**config.mk**
```make
export PLATFORM = sky130hd
export DESIGN_NAME = shift_seq_ctrl
export DESIGN_NICKNAME = d
export VERILOG_FILES = /design/src/rtl/shift_seq_pkg.sv /design/src/rtl/dff_reg.sv /design/src/rtl/shift_seq_ctrl.sv
export SDC_FILE = /design/constraint.sdc
export NUM_CORES = 1
export LEC_CHECK = 0
export BUFFER_PORTS_ARGS = -buffer_cell sky130_fd_sc_hd__buf_2
export CAP_MARGIN = 25
export CORE_ASPECT_RATIO = 0.6
export CORE_MARGIN = 4
export CORE_UTILIZATION = 35
export CTS_CLUSTER_DIAMETER = 100
export DETAILED_ROUTE_END_ITERATION = 6
export MAX_ROUTING_LAYER = met4
export PLACE_DENSITY = 0.65
export SLEW_MARGIN = 40
export SYNTH_ARGS = -nofsm -noshare
export SYNTH_HDL_FRONTEND = slang
export SYNTH_HIERARCHICAL = 1
export SYNTH_SLANG_ARGS = --single-unit
export TNS_END_PERCENT = 5
```
**constraint.sdc**
```tcl
create_clock -name clk -period 2 [get_ports clk]
set_input_delay 0 -clock clk [delete_from_list [all_inputs] [get_ports clk]]
set_output_delay 0 -clock clk [all_outputs]
set_load 0.02 [all_outputs]
```
**src/rtl/shift_seq_pkg.sv**
```systemverilog
// Shared encodings for the shift/rotate sequencer: operation modes and FSM states.
package shift_seq_pkg;

  typedef enum logic [1:0] {
    MODE_SHR = 2'd0,
    MODE_SHL = 2'd1,
    MODE_ROR = 2'd2,
    MODE_ROL = 2'd3
  } mode_t;

  typedef enum logic [1:0] {
    IDLE  = 2'd0,
    SHIFT = 2'd1,
    DONE  = 2'd2
  } state_t;

endpackage : shift_seq_pkg

```
**src/rtl/dff_reg.sv**
```systemverilog
// WIDTH parallel D flip-flops with synchronous active-high reset and load enable.
module dff_reg #(
  parameter int WIDTH = 8
) (
  input  logic             clk,
  input  logic             rst,
  input  logic             en,
  input  logic [WIDTH-1:0] d,
  output logic [WIDTH-1:0] q
);

  // Storage: clear on reset, capture d when enabled, otherwise hold.
  always_ff @(posedge clk) begin
    // NOTE: sequential state uses non-blocking assignments so every flop samples pre-edge values.
    if (rst)     q <= '0;
    else if (en) q <= d;
  end

endmodule : dff_reg

```
**src/rtl/shift_seq_ctrl.sv**
```systemverilog
// Sequencer that parallel-loads a register, then applies a programmed number of
// shift/rotate steps one per clock and signals completion with busy/done.
module shift_seq_ctrl
  import shift_seq_pkg::*;
#(
  parameter  int WIDTH = 8,
  localparam int CNT_W = $clog2(WIDTH + 1)
) (
  input  logic             clk,
  input  logic             rst,
  input  logic             start,
  input  logic [1:0]       mode,
  input  logic [WIDTH-1:0] load_val,
  input  logic [CNT_W-1:0] shift_cnt,
  input  logic             serial_in,
  output logic [WIDTH-1:0] q,
  output logic             serial_out,
  output logic             busy,
  output logic             done
);

  localparam logic [CNT_W-1:0] WIDTH_CNT = CNT_W'(WIDTH);
  localparam logic [CNT_W-1:0] ONE_CNT   = CNT_W'(1);

  state_t           state_q, state_d;
  mode_t            mode_q, mode_d;
  logic [CNT_W-1:0] remaining_q, remaining_d;
  logic [WIDTH-1:0] q_d;
  logic             q_en;

  // One shift/rotate step of the register for the given mode.
  function automatic logic [WIDTH-1:0] step(input logic [WIDTH-1:0] cur,
                                            input mode_t            m,
                                            input logic             fill);
    case (m)
      MODE_SHR: step = {fill, cur[WIDTH-1:1]};
      MODE_SHL: step = {cur[WIDTH-2:0], fill};
      MODE_ROR: step = {cur[0], cur[WIDTH-1:1]};
      default:  step = {cur[WIDTH-2:0], cur[WIDTH-1]};
    endcase
  endfunction

  dff_reg #(.WIDTH(WIDTH)) u_dff_reg (
    .clk (clk),
    .rst (rst),
    .en  (q_en),
    .d   (q_d),
    .q   (q)
  );

  // Control state: FSM state, latched mode and remaining step count.
  always_ff @(posedge clk) begin
    if (rst) begin
      state_q     <= IDLE;
      mode_q      <= MODE_SHR;
      remaining_q <= '0;
    end else begin
      state_q     <= state_d;
      mode_q      <= mode_d;
      remaining_q <= remaining_d;
    end
  end

  // Next-state, register update and handshake outputs.
  always_comb begin
    // NOTE: every signal gets a default first so no path through the case infers a latch.
    state_d     = state_q;
    mode_d      = mode_q;
    remaining_d = remaining_q;
    q_d         = q;
    q_en        = 1'b0;
    busy        = (state_q != IDLE);
    done        = 1'b0;

    case (state_q)
      IDLE: begin
        if (start) begin
          q_en        = 1'b1;
          q_d         = load_val;
          mode_d      = mode_t'(mode);
          remaining_d = (shift_cnt > WIDTH_CNT) ? WIDTH_CNT : shift_cnt;
          state_d     = (remaining_d != '0) ? SHIFT : DONE;
        end
      end
      SHIFT: begin
        q_en        = 1'b1;
        q_d         = step(q, mode_q, serial_in);
        remaining_d = remaining_q - ONE_CNT;
        if (remaining_q == ONE_CNT) state_d = DONE;
      end
      DONE: begin
        done    = 1'b1;
        state_d = IDLE;
      end
      default: state_d = IDLE;
    endcase
  end

  // Bit about to leave: LSB for right-going modes, MSB for left-going modes.
  assign serial_out = (mode_q == MODE_SHR || mode_q == MODE_ROR) ? q[0] : q[WIDTH-1];

endmodule : shift_seq_ctrl

```
==> results <==
- The die outline width is 78.2 um.
- Wires add up to 2570 um.
- The worst hold path belongs to the class in2reg.
- After floorplanning, the core was sized to cover 2660 um^2.
- The detailed router finished its first iteration with 36 violations.
- On the final layout, the worst clock skew is 0.00415 ns.
- The maximum level of the CTS H-tree is 1.
- The final standard cell utilization of the core is 0.468.
- Across the run, the number of max-cap violations was 0.
- The post-placement cell count is 182.
- The global-route wire length before repair is 4220 um.
- Ranked by total cell area, the synthesized netlist is headed by sky130_fd_sc_hd__dfxtp_1 (31%), sky130_fd_sc_hd__mux2i_1 (12%), sky130_fd_sc_hd__mux2_2 (7.6%), sky130_fd_sc_hd__nor2_1 (5.4%), sky130_fd_sc_hd__o21ai_0 (5.3%).
- The count of buffers from port buffering is 28.
- The synthesized design contains 16 register bits.
- VDD sags by at most 0.298 mV.
- The relative max-transition margin is 0.525.
- At the pin with the least slew margin, the transition time is 0.711 ns.
- The global-route usage over all layers is 0.143.
- The initial utilization of the core area, before any placement, comes to 0.389.
- The I/O pin count is 29.
- The detailed placement HPWL is 1920 um.
- Global routing finished with a remaining overflow of 0.
- The average instance in the mapped netlist occupies 8.55 um^2.
- The number of global-route vias before repair is 857.
- Of the synthesized area, sequential elements account for 0.310.
- The number of instances resized during post-cts repair is 0.
- The number of max-slew violations in the final report is 0.
- Buffers inserted during clock tree synthesis total 3.
- The maximum fanout along the worst path is 18.
- The data arrival time of the critical path is 1.75 ns.
- The footprint of the multi-input gates is 632 um^2.
- Counting distinct cell types in the post-synthesis netlist gives 35.
- The leading cell type in the layout, fill and taps excluded is sky130_fd_sc_hd__buf_2.
- TritonCTS built the clock tree.
- The Yosys step of the flow raised 6 warnings.
- The critical path in this run is classified as reg2reg.
- The chip height is 50.1 um.
- The area of placed instances is 1170 um^2.
- The number of detailed-routing iterations run before antenna repair is 4.
- Clock-pin slew was measured on the worst setup and hold paths at 0.07 ns.
- Setup repair after global routing left no endpoint under its margin.
- In this run the static leakage power is 0.000547 uW.
- In the layout the commonest cells are sky130_fd_sc_hd__buf_2 (28), sky130_fd_sc_hd__dfxtp_1 (16), sky130_fd_sc_hd__nor2_1 (15).
- Buffers added to address setup during post-CTS repair amount to 0.
- The run finished with clean final reports.
- The total of fill cells in the finished design is 287.
- The endpoint required time on the critical path is 2.13 ns.
- The longest clock path from root to sink contains 2 buffers.
- The number of clock sinks is 16.
- The summed negative setup slack over all endpoints is 0 ns.
- The final net count is 169.
- For the worst-skew pair, the clock arrives at the later sink with an insertion delay of 0.25 ns.
- The routability congestion estimate is 0.821.
- The number of antenna violations at the first check in global routing was 0.
- Once detail routing completed, the nets flagged for antenna violations numbered 0.
- The die covers 3920 um^2.
- The number of hold buffers added after CTS was 2.
- The floorplan row count is 14.
- The number of hold-slack violations in the final timing report is 0.
- From synthesis to final layout, the design area changed by 20.4%.
- When the netlist entered floorplanning its net count stood at 141.
- The top cell type's share of synthesized area is 0.310.
- The dominant cell type by area after synthesis is sky130_fd_sc_hd__dfxtp_1.
- The number of endpoints failing setup at the final stage is 0.
- The worst setup path is launched from a flip-flop.
- The final critical-path required period is 1.62 ns.
- The area of the mapped netlist is 1030 um^2.
- The share of post-route cells with drive strength above 1 is 0.324.
- The number of vias per cell is 5.09.
- The finished cells cover 1250 um^2.
- Summing all flip-flop and latch instances after layout gives 320 um^2.
- Dividing the final minimum period by the clock period gives 0.808.
- The gate count after technology mapping is 121.
- The diode insertion count for antenna repair is 0.
- Entering global routing, the biggest net connects 19 pins.
- The routed length per placed instance is 13.7 um.
- The residual DRC count is 0.
- The count of non-filler cells in the finished layout is 188.
- The routed layout has 957 vias.
- The capturing element type of the critical path is a flip-flop.
- Dividing total power by cell area gives a power density of 783 nW/um^2.
- The root cell of the clock tree is sky130_fd_sc_hd__clkbuf_8.
- The upper clock frequency limit is 618 MHz.
## metrics by stage
stage	setup WS [ns]	total power [uW]	hold slack, ns
2_1_floorplan	0.691	621	0.147
3_3_place_gp	0.478	681	0.243
3_5_place_dp	0.398	689	0.249
4_1_cts	0.394	984	0.0276
5_1_grt	0.243	1040	0.0262
6_report	0.383	975	0.0376
## synth_stat cells (all sizes together)
| master | instances |
|---|---|
| buf | 7 |
| nor3 | 1 |
| o22a | 1 |
| dfxtp | 16 |
| o31a | 1 |
| o32a | 1 |
| a21oi | 7 |
| mux2i | 12 |
| a221oi | 1 |
| mux2 | 7 |
| o211ai | 1 |
| nor2 | 17 |
| nand3b | 1 |
| nor4 | 2 |
| and3b | 1 |
| nand2b | 1 |
| a31oi | 1 |
| and2 | 1 |
| a22oi | 6 |
| or2 | 1 |
| inv | 7 |
| ha | 2 |
| nor3b | 2 |
| o21ai | 14 |
| nand2 | 10 |
## logic make-up after synthesis
| group | Yosys count | synth area share |
|---|---|---|
| flip-flops | 16 | 0.310 |
| adder cells (fa/ha/maj) | 2 | 0.0242 |
| buffers and inverters | 14 | 0.0798 |
| multiplexers | 19 | 0.192 |
| AO/OA/AOI/OAI | 33 | 0.212 |
| AND/OR/NAND/NOR | 37 | 0.183 |
## sequential cells by signal, summed over array words and instances (netlist names)
| name | cells |
|---|---|
| u_dff_reg/q | 8 |
| remaining_q | 4 |
| mode_q | 2 |
| state_q | 2 |
## path summary, 6_finish.rpt
kind	from	to	slack, ns	depth (start not counted)
worst max-delay path	state_q[0]$_SDFFE_PP0P_	u_dff_reg/q[5]$_SDFFE_PP0P_	0.38	4
worst min-delay path	shift_cnt[1]	remaining_q[1]$_SDFFE_PP0P_	0.04	3
worst max register to register	state_q[0]$_SDFFE_PP0P_	u_dff_reg/q[5]$_SDFFE_PP0P_	0.38	4
worst min register to register	remaining_q[3]$_SDFFE_PP0P_	remaining_q[3]$_SDFFE_PP0P_	0.50	2
## power by group
part / internal, uW / switching, uW
clock: 175 / 114
combinational: 129 / 149
sequential: 351 / 57.4
## final cells by class
| type | instances | share of cell area |
|---|---|---|
| multi-input combinational | 91 | 0.507 |
| inverter | 7 | 0.0231 |
| sequential | 16 | 0.257 |
| tap | 40 | 0.0402 |
| timing repair buffer | 30 | 0.129 |
| clock buffer | 4 | 0.0442 |
## layer usage
metal / track usage / wire [um]
met1: 0.196 / 1290
met2: 0.196 / 1110
met3: 0.0509 / 159
met4: 0.0349 / 10
met5: - / 0
## critical path: stages (launching register included)
cell,delay (ns)
sky130_fd_sc_hd__dfxtp_1,0.78
sky130_fd_sc_hd__o21ai_4,0.21
sky130_fd_sc_hd__inv_4,0.22
sky130_fd_sc_hd__mux2i_1,0.22
sky130_fd_sc_hd__nor2_1,0.05
No activity file was read; power rests on OpenSTA's default activity.
